[src/rtl/rr_stats_if.sv]
// Bus bundle for rr_stats: RR input strobe/value plus all statistics outputs.
// Ports: i_ce, i_rr_period, i_rr_period_updated in; o_mean_rr, o_mean_valid,
//   o_bpm, o_bpm_updated, o_irregular, o_overrun, o_busy (+ o_rr_rejected with RR_STATS_RANGE_CHECK_EN) out.
// master = RR source / observer side, slave = rr_stats side.
interface rr_stats_if #(
  parameter int DATA_WIDTH = 11,
  parameter int BPM_WIDTH  = 8
);
  logic                  i_ce;
  logic [DATA_WIDTH-1:0] i_rr_period;
  logic                  i_rr_period_updated;
  logic [DATA_WIDTH-1:0] o_mean_rr;
  logic                  o_mean_valid;
  logic [BPM_WIDTH-1:0]  o_bpm;
  logic                  o_bpm_updated;
  logic                  o_irregular;
  logic                  o_overrun;
  logic                  o_busy;
`ifdef RR_STATS_RANGE_CHECK_EN
  logic                  o_rr_rejected;
`endif

  modport master (
    output i_ce, i_rr_period, i_rr_period_updated,
    input  o_mean_rr, o_mean_valid, o_bpm, o_bpm_updated, o_irregular, o_overrun, o_busy
`ifdef RR_STATS_RANGE_CHECK_EN
    , input o_rr_rejected
`endif
  );

  modport slave (
    input  i_ce, i_rr_period, i_rr_period_updated,
    output o_mean_rr, o_mean_valid, o_bpm, o_bpm_updated, o_irregular, o_overrun, o_busy
`ifdef RR_STATS_RANGE_CHECK_EN
    , output o_rr_rejected
`endif
  );
endinterface

[src/rtl/rr_stats.sv]
// RR statistics: ring buffer of the last N_AVG RR intervals, running sum/mean,
// BPM = 60*FS/mean via a 1-bit/cycle restoring divider, irregular-beat and overrun flags.
// Ports: i_clk, i_nrst (async active-low), bus (rr_stats_if.slave). Interface params must match DATA_WIDTH/BPM_WIDTH.
// Optional macro RR_STATS_RANGE_CHECK_EN: reject RR outside [FS/5, 2*FS] and pulse o_rr_rejected.
// Latency (ce-cycles): strobe at t -> mean at t+1, o_bpm_updated at t+2+NUM_W. One RR can wait in a pending slot.
module rr_stats #(
  parameter int DATA_WIDTH = 11,
  parameter int FS         = 360,
  parameter int N_AVG      = 8,
  parameter int BPM_WIDTH  = 8
) (
  input logic     i_clk,
  input logic     i_nrst,
  rr_stats_if.slave bus
);
  localparam int LOG2N = $clog2(N_AVG);
  localparam int SUM_W = DATA_WIDTH + LOG2N;
  localparam int NUM   = 60 * FS;
  localparam int NUM_W = $clog2(NUM + 1);
  // Trial remainder must hold any divisor value as well as NUM_W+1 bits of shifted remainder.
  localparam int DIV_W = ((NUM_W > DATA_WIDTH) ? NUM_W : DATA_WIDTH) + 1;
  localparam int CNT_W = $clog2(NUM_W);
  localparam logic [NUM_W-1:0] NUM_C     = NUM_W'(NUM);
  localparam logic [NUM_W-1:0] BPM_MAX_Q = NUM_W'(2 ** BPM_WIDTH - 1);
  localparam logic [LOG2N:0]   FULL      = (LOG2N + 1)'(N_AVG);
`ifdef RR_STATS_RANGE_CHECK_EN
  localparam logic [DATA_WIDTH-1:0] RR_MIN = DATA_WIDTH'(FS / 5);
  localparam logic [DATA_WIDTH-1:0] RR_MAX = DATA_WIDTH'(2 * FS);
`endif

  typedef enum logic [1:0] {IDLE, ACCUM, DIVIDE, DONE} state_t;

  state_t                state;
  logic [DATA_WIDTH-1:0] rr_in;
  logic                  pend_vld;
  logic [DATA_WIDTH-1:0] pend_rr;
  logic [DATA_WIDTH-1:0] buf_mem [N_AVG];
  logic [LOG2N-1:0]      wr_ptr;
  logic [LOG2N:0]        count;
  logic [SUM_W-1:0]      sum;
  logic [NUM_W-1:0]      quo;    // holds remaining dividend bits at the top, quotient shifts in at the bottom
  logic [DIV_W-2:0]      rem;
  logic [CNT_W-1:0]      bit_cnt;
  logic [DATA_WIDTH-1:0] mean_rr;
  logic                  mean_valid, bpm_updated, irregular, overrun;
  logic [BPM_WIDTH-1:0]  bpm;
`ifdef RR_STATS_RANGE_CHECK_EN
  logic                  rr_rejected;
  assign bus.o_rr_rejected = rr_rejected;
`endif

  logic [DATA_WIDTH-1:0] oldest, rr_diff, cand;
  logic [SUM_W-1:0]      sum_next;
  logic [LOG2N:0]        count_next;
  logic [DIV_W-1:0]      trial, divisor;
  logic                  trial_ge;

  always_comb begin
    // Slots not yet filled since reset contribute nothing to the sum.
    oldest     = (count == FULL) ? buf_mem[wr_ptr] : '0;
    sum_next   = sum + SUM_W'(rr_in) - SUM_W'(oldest);
    count_next = (count == FULL) ? FULL : count + 1'b1;
    rr_diff    = (rr_in >= mean_rr) ? rr_in - mean_rr : mean_rr - rr_in;
    trial      = {rem, quo[NUM_W-1]};
    divisor    = DIV_W'(mean_rr);
    trial_ge   = trial >= divisor;
    // A pending RR always goes ahead of a fresh strobe.
    cand       = pend_vld ? pend_rr : bus.i_rr_period;
  end

  always_ff @(posedge i_clk or negedge i_nrst) begin
    if (!i_nrst) begin
      state       <= IDLE;
      rr_in       <= '0;
      pend_vld    <= 1'b0;
      pend_rr     <= '0;
      for (int i = 0; i < N_AVG; i++) buf_mem[i] <= '0;
      wr_ptr      <= '0;
      count       <= '0;
      sum         <= '0;
      quo         <= '0;
      rem         <= '0;
      bit_cnt     <= '0;
      mean_rr     <= '0;
      mean_valid  <= 1'b0;
      bpm         <= '0;
      bpm_updated <= 1'b0;
      irregular   <= 1'b0;
      overrun     <= 1'b0;
`ifdef RR_STATS_RANGE_CHECK_EN
      rr_rejected <= 1'b0;
`endif
    end else if (bus.i_ce) begin
      bpm_updated <= 1'b0;
      irregular   <= 1'b0;
      overrun     <= 1'b0;
`ifdef RR_STATS_RANGE_CHECK_EN
      rr_rejected <= 1'b0;
`endif
      if (state != IDLE && bus.i_rr_period_updated) begin
        pend_rr  <= bus.i_rr_period;
        pend_vld <= 1'b1;
        overrun  <= pend_vld;
      end

      case (state)
        IDLE: begin
          if (pend_vld) begin
            // Pending slot is drained; a simultaneous strobe refills it without overrun.
            pend_vld <= bus.i_rr_period_updated;
            if (bus.i_rr_period_updated) pend_rr <= bus.i_rr_period;
          end
          if (pend_vld || bus.i_rr_period_updated) begin
`ifdef RR_STATS_RANGE_CHECK_EN
            if (cand < RR_MIN || cand > RR_MAX) begin
              rr_rejected <= 1'b1;
            end else begin
              rr_in <= cand;
              state <= ACCUM;
            end
`else
            rr_in <= cand;
            state <= ACCUM;
`endif
          end
        end
        ACCUM: begin
          irregular       <= (count == FULL) && (rr_diff > (mean_rr >> 2));
          buf_mem[wr_ptr] <= rr_in;
          wr_ptr          <= wr_ptr + 1'b1;
          sum             <= sum_next;
          count           <= count_next;
          mean_rr         <= sum_next[SUM_W-1:LOG2N];
          mean_valid      <= (count_next == FULL);
          if (count_next == FULL) begin
            quo     <= NUM_C;
            rem     <= '0;
            bit_cnt <= CNT_W'(NUM_W - 1);
            state   <= DIVIDE;
          end else begin
            state   <= IDLE;
          end
        end
        DIVIDE: begin
          rem     <= trial_ge ? (DIV_W - 1)'(trial - divisor) : trial[DIV_W-2:0];
          quo     <= {quo[NUM_W-2:0], trial_ge};
          bit_cnt <= bit_cnt - 1'b1;
          if (bit_cnt == '0) state <= DONE;
        end
        DONE: begin
          if (mean_rr == '0 || quo > BPM_MAX_Q) bpm <= '1;
          else                                   bpm <= BPM_WIDTH'(quo);
          bpm_updated <= 1'b1;
          state       <= IDLE;
        end
        default: state <= IDLE;
      endcase
    end
  end

  assign bus.o_mean_rr     = mean_rr;
  assign bus.o_mean_valid  = mean_valid;
  assign bus.o_bpm         = bpm;
  assign bus.o_bpm_updated = bpm_updated;
  assign bus.o_irregular   = irregular;
  assign bus.o_overrun     = overrun;
  assign bus.o_busy        = (state != IDLE);
endmodule

[src/flat_wrapper.sv]
// flat-port wrapper written by rule: the top's interface ports become plain ports
module rr_stats_flat 
#(
  parameter int DATA_WIDTH = 11,
  parameter int FS         = 360,
  parameter int N_AVG      = 8,
  parameter int BPM_WIDTH  = 8
)
  (i_clk, i_nrst, bus_i_ce, bus_i_rr_period, bus_i_rr_period_updated, bus_o_mean_rr, bus_o_mean_valid, bus_o_bpm, bus_o_bpm_updated, bus_o_irregular, bus_o_overrun, bus_o_busy);
  rr_stats_if #(.DATA_WIDTH(DATA_WIDTH), .BPM_WIDTH(BPM_WIDTH)) bus_i ();
  input logic i_clk;
  input logic i_nrst;
  input wire logic [$bits(bus_i.i_ce)-1:0] bus_i_ce;
  input wire logic [$bits(bus_i.i_rr_period)-1:0] bus_i_rr_period;
  input wire logic [$bits(bus_i.i_rr_period_updated)-1:0] bus_i_rr_period_updated;
  output wire logic [$bits(bus_i.o_mean_rr)-1:0] bus_o_mean_rr;
  output wire logic [$bits(bus_i.o_mean_valid)-1:0] bus_o_mean_valid;
  output wire logic [$bits(bus_i.o_bpm)-1:0] bus_o_bpm;
  output wire logic [$bits(bus_i.o_bpm_updated)-1:0] bus_o_bpm_updated;
  output wire logic [$bits(bus_i.o_irregular)-1:0] bus_o_irregular;
  output wire logic [$bits(bus_i.o_overrun)-1:0] bus_o_overrun;
  output wire logic [$bits(bus_i.o_busy)-1:0] bus_o_busy;
  assign bus_i.i_ce = bus_i_ce;
  assign bus_i.i_rr_period = bus_i_rr_period;
  assign bus_i.i_rr_period_updated = bus_i_rr_period_updated;
  assign bus_o_mean_rr = bus_i.o_mean_rr;
  assign bus_o_mean_valid = bus_i.o_mean_valid;
  assign bus_o_bpm = bus_i.o_bpm;
  assign bus_o_bpm_updated = bus_i.o_bpm_updated;
  assign bus_o_irregular = bus_i.o_irregular;
  assign bus_o_overrun = bus_i.o_overrun;
  assign bus_o_busy = bus_i.o_busy;
  rr_stats #(.DATA_WIDTH(DATA_WIDTH), .FS(FS), .N_AVG(N_AVG), .BPM_WIDTH(BPM_WIDTH)) u_core (.i_clk(i_clk), .i_nrst(i_nrst), .bus(bus_i));
endmodule
[config.mk]
export PLATFORM = sky130hd
export DESIGN_NAME = rr_stats_flat
export DESIGN_NICKNAME = d
export VERILOG_FILES = /design/src/rtl/rr_stats_if.sv /design/src/rtl/rr_stats.sv /design/src/flat_wrapper.sv
export SDC_FILE = /design/constraint.sdc
export NUM_CORES = 1
export LEC_CHECK = 0
export BUFFER_PORTS_ARGS = -buffer_cell sky130_fd_sc_hd__buf_2
export CORE_MARGIN = 3
export CORE_UTILIZATION = 40
export DETAILED_ROUTE_END_ITERATION = 10
export SETUP_SLACK_MARGIN = 0.05
export SYNTH_ARGS = -nofsm -noshare
export SYNTH_HDL_FRONTEND = slang
export SYNTH_SLANG_ARGS = --single-unit
export TNS_END_PERCENT = 1
[constraint.sdc]
create_clock -name i_clk -period 6.15 [get_ports i_clk]
set_clock_uncertainty 0.2 [all_clocks]
set_input_delay 0.615 -clock i_clk [delete_from_list [all_inputs] [get_ports i_clk]]
set_output_delay 0.615 -clock i_clk [all_outputs]
set_load 0.01 [all_outputs]
# After elaboration in Yosys (flattened, before gate mapping)
# Cells that the tools add are included.
# op_classes
addsub	8
magnitude_cmp	6
eq_ne	8
n_mux	32
bitwise	1
n_reduce_logical	15
# op_table
operator	n
2-to-1 mux 11 bit	10
bitwise mux 88 bit	1
case mux 15 bit (2 select lines)	2
2-to-1 mux 15 bit	3
binary-select mux 11 bit (select 3 bit)	1
demux 11 bit (select 3 bit)	1
subtractor 11 bit	2
greater-or-equal comparator 16 x 11 -> 1 bit	1
greater-than comparator 15 x 8 -> 1 bit, second input constant	1
subtractor 15 x 11 -> 15 bit	1
adder 14 x 11 -> 14 bit	1
subtractor 14 x 11 -> 14 bit	1
greater-or-equal comparator 11 bit	1
greater-than comparator 11 x 9 -> 1 bit	1
zero test 11 bit	1
AND reduction 3 bit	3
== test 4 bit, second input constant	2
2-to-1 mux 4 bit	2
2-to-1 mux 8 bit	1
case mux 2 bit (4 select lines)	1
case mux 4 bit (2 select lines)	1
2-to-1 mux 1 bit	6
2-to-1 mux 2 bit	3
!= test 2 x 1 -> 1 bit, second input constant	3
14 further kinds	20
# totals
regBits	191
output_inout_bits	24
elab_cells	94

# Longest topological paths before layout
# depth
word_depth	6
mapped_depth	20

# Worst setup path before layout
# No wires, ideal clock.
# synth_timing
kind	register to register
startpoint	reg u_core.wr_ptr[0]
endpoint	reg u_core.mean_rr[10] (netlist: u_core.bus.o_mean_rr[10])
arrival_ns	4.368
t_required_ns	5.870
setup_slack_ns	1.502
path_stages_with_launch	17
n_path_buf	2
synth_period_minus_slack_ns	4.648
path_cell_list	dfrtp_1 > clkbuf_1 > buf_1 > mux4_2 > mux2i_1 > nor2_1 > fa_1 > inv_1 > ha_1 > or2_1 > a21oi_1 > o31ai_2 > a41o_1 > o31a_1 > a2111o_1 > o21ai_1 > xnor2_1
# synth_between
elab_chain_cells	6
# synth_lines
item	line_no	source
start, declared	rr_stats.sv:38	logic [LOG2N-1:0] wr_ptr;
start signal, assigned	rr_stats.sv:130	wr_ptr <= wr_ptr + 1'b1;
inverter 3 -> 4 bit (not written as such)	rr_stats.sv:60	oldest = (count == FULL) ? buf_mem[wr_ptr] : '0;
binary-select mux 11 bit (select 3 bit)	rr_stats.sv:60	
2-to-1 mux 11 bit (not written as such) (2 in a row)	rr_stats.sv:60	
2-to-1 mux 11 bit	rr_stats.sv:60	
subtractor 14 x 11 -> 14 bit	rr_stats.sv:61	sum_next = sum + SUM_W'(rr_in) - SUM_W'(oldest);
end signal, assigned	rr_stats.sv:133	mean_rr <= sum_next[SUM_W-1:LOG2N];
end, declared	rr_stats.sv:44	logic [DATA_WIDTH-1:0] mean_rr;
# Every way passes these cells. The select of a mux whose other input is x is not followed.
# A chain may end at the register's enable or synchronous reset.

# Worst setup path in the final report
# layout_timing
startpoint	reg u_core.mean_rr[1] (netlist: u_core.bus.o_mean_rr[1])
endpoint	reg u_core.irregular (netlist: u_core.bus.o_irregular)
# layout_between
elab_chain_cells	5
# layout_lines
item	line_no	source
subtractor 11 bit or greater-or-equal comparator 11 bit (tied branches)	rr_stats.sv:63	rr_diff = (rr_in >= mean_rr) ? rr_in - mean_rr : mean_rr - rr_in;
2-to-1 mux 11 bit (*)	rr_stats.sv:63	
greater-than comparator 11 x 9 -> 1 bit (*)	rr_stats.sv:128	irregular <= (count == FULL) && (rr_diff > (mean_rr >> 2));
logical AND 1 bit (*)	rr_stats.sv:128	
2-to-1 mux 1 bit (*)	rr_stats.sv:106	case (state)
end signal, assigned	rr_stats.sv:128	
end, declared	rr_stats.sv:45	logic mean_valid, bpm_updated, irregular, overrun;
# Every way passes the cells marked *; elsewhere a longest branch is shown, timed or not.

==> results.ini <==
[status]
status=finished, final reports clean

[grt]
grt_pass1_vias=7239
grt.total_usage_pct=18.0
grt_use_met3_pct=2.67
grt_max_degree=113
antenna_found_initial=0
gr-max-usage-layer=met1
use_met2_pct=27.2
grtUsageMet1_pct=27.7
grt_pass1_wl_mm=40.4
grt_overflow=0

[critical_path]
path_buf_inv=1
crit_family=compound AO/OA/AOI/OAI gates
critPathSlowestCell=o21ai_1
critPathRequiredTime_ps=6270
critPathCaptureType=flip-flop
cpPeakStageDelay_ps=830
crit_arrival_ps=5080
crit_fanout=11
cp_cell_sequence=inv_1 -> ha_1 -> nor2b_1 -> o21ai_0 -> a21o_1 -> a31oi_1 -> o21ai_1 -> mux2_2 -> ha_1 -> nor2b_1 -> o21ai_0 -> nand2b_1 -> a21oi_1 -> o311ai_0 -> a22o_1 -> a31o_2
crit_path_start_kind=flip-flop
critPathKind=reg2reg

[timing]
tns_ps=0
min_period_over_period_pct=80.5
period_minus_slack_ps=4950
final_max_slew_viol_count=0
worst_slew_margin_rel_pct=19.0
hold_viol_final=0
worst_slew_pin_slew_ps=1210
fmax_mhz=202
setup_viol_count_final=0
rsz0062_at_grt=no

[synthesis]
netlist_instances=1027
synth-seq-area-share_pct=43.3
syn_nets=1116
synth_seq_cells=180
syn-cell-area_um2=10400
synth-edff-count=0
netlist.area_leader.share_pct=43.3
async_reset_ff_share_pct=100
yosysUniqueCellTypes=65
ys.flop_type=dfrtp_1
yosysMostFrequentCell=dfrtp_1
yosys.area.top_type=dfrtp_1
yosys-top-cells-count=180 x dfrtp_1, 138 x nand2_1, 102 x o21ai_0
ys_top_cells_by_area=dfrtp_1 43%, ha_1 7.2%, mux2_2 6.1%
yosysWarnings=0
avgSynthCellArea_um2=10.1

[power]
ir_drop_v=0.000280
finalPower_uw=7250
powerDensity_nw_per_um2=634
p_leak_uw=0.00529

[floorplan]
initial_core_util_pct=41.0
dieWidth_um=167
io_pins=39
fp.dieH_um=167
rows=58
die_area_um2=28000
core_um2=25400

[detailed_routing]
drc=0
vias=7448
post_drt_via_cell_ratio=5.40
finalWirelength_mm=24.7
post_drt_wl_per_cell_um=17.9
drt-pass1-iter-count=4
postRouteAntennaNets=0
drtIter0Drc=493

[flow_run]
cap_violations=0

[clock_tree]
cts_setup_buffers=0
cts-htree-levels=4
cts_resized=0
cts.path.max_buffers=2
cts_made_buffers=17
ctsHoldBuffers=0
clk_latency_ps=430
root_buffer=clkbuf_16
cts.sinks=180
clkTransAtPathRegs_ps=70
cts_tree=done

[cells_and_area]
fillers=2417
drive_above_1_share_pct=16.8
fin_area_um2=11400
multiInputGateArea_um2=5350
diodes=0
regArea_um2=4500
areaGrowthSynthToFinish_pct=9.85
nNetsFinal=1124

[placed_design]
dpl-instance-area_um2=10800
hpwl_mm=17.5
portBuffers=38
gp_congestion=0.861

[min_path]
hold_class=in2async

layer usage:
| layer | vias to the layer above | wire length, µm |
|---|---|---|
| li1 | 3583 | - |
| met1 | 3711 | 12800 |
| met2 | 136 | 10900 |
| met3 | 18 | 839 |
| met4 | 0 | 234 |
| met5 | - | 0 |
cells in the final DEF (no fill, tap or decap), types with 8 or more instances in the layout:
master	n
o21ai_1	9
xnor2_1	23
fa_1	14
nor2b_1	11
mux2_2	56
xor2_1	9
dfrtp_1	180
buf_4	12
nand3_1	11
inv_1	70
a21oi_1	50
clkbuf_16	17
mux2i_1	30
o21ai_0	102
mux4_2	22
buf_2	37
o22a_1	8
a21o_1	12
nor3_1	10
or2_2	9
nand2_1	138
ha_1	60
nor2_1	51
state kept, by name, indices dropped and copies added, names as in the netlist, named ones only:
name / count
u_core.state: 1
u_core.bus.o_irregular: 1
u_core.bus.o_bpm: 8
u_core.pend_vld: 1
u_core.wr_ptr: 3
u_core.buf_mem: 88
u_core.count: 4
u_core.bit_cnt: 4
u_core.bus.o_mean_valid: 1
u_core.quo: 15
u_core.bus.o_overrun: 1
u_core.bus.o_mean_rr: 11
u_core.sum: 3
u_core.bus.o_bpm_updated: 1
u_core.rem: 15
u_core.rr_in: 11
final timing paths:
| check | from | slack (ps) | cells past startpoint | endpoint |
|---|---|---|---|---|
| hold / removal | i_nrst | 130 | 1 | u_core.sum[2] |
| hold reg to reg | u_core.bus.o_mean_valid | 270 | 1 | u_core.bus.o_mean_valid |
| setup reg to reg | u_core.bus.o_mean_rr[1] | 1200 | 16 | u_core.bus.o_irregular |
| setup / recovery | u_core.bus.o_mean_rr[1] | 1200 | 16 | u_core.bus.o_irregular |
| min in group i_clk | bus_i_rr_period[8] | 220 | 2 | flip-flop |
| max in group asynchronous | i_nrst | 4590 | 2 | u_core.buf_mem[43] |
worst reg2reg max path, stage by stage (launching register included):
cell and delay, ps:
dfrtp_1 570, inv_1 250, ha_1 360, nor2b_1 140, o21ai_0 230, a21o_1 200
a31oi_1 160, o21ai_1 830, mux2_2 430, ha_1 300, nor2b_1 130, o21ai_0 130
nand2b_1 90, a21oi_1 160, o311ai_0 210, a22o_1 250, a31o_2 210
stage by stage:
| stage | setup slack (ps) | cells | hold WS (ps) | utilization, % |
|---|---|---|---|---|
| floorplan | 1500 | 1027 | 119 | - |
| global placement | 1290 | 1346 | 256 | 42.6 |
| detailed placement | 1210 | 1346 | 263 | 42.6 |
| CTS | 1210 | 1378 | 159 | 45.0 |
| global route | 865 | 1378 | 177 | 45.0 |
| finish | 1200 | 1378 | 128 | 45.0 |
kinds of logic after synthesis:
logic type / count (synthesis) / share of synthesized area, %
XOR/XNOR: 32 / 2.69
buffers and inverters: 131 / 5.44
AND/OR/NAND/NOR: 266 / 11.3
AO/OA/AOI/OAI: 236 / 13.7
flip-flops: 180 / 43.3
multiplexers: 108 / 13.7
adder cells (fa/ha/maj): 74 / 9.90
layout make-up:
class | count | share of cell area (%)
flip-flops and latches | 180 | 39.4
clock inverters | 12 | 1.44
clock buffers | 20 | 3.99
multi-input cells | 716 | 46.8
repair buffers | 50 | 2.53
well taps | 330 | 3.61
inverters | 70 | 2.30
where the power goes:
group / switching [µW] / internal, µW / leakage (µW)
Sequential: 498 / 1670 / 0.00229
Clock: 507 / 639 / 0.000298
Combinational: 2120 / 1820 / 0.00271
Power figures use the tool's default switching activity.
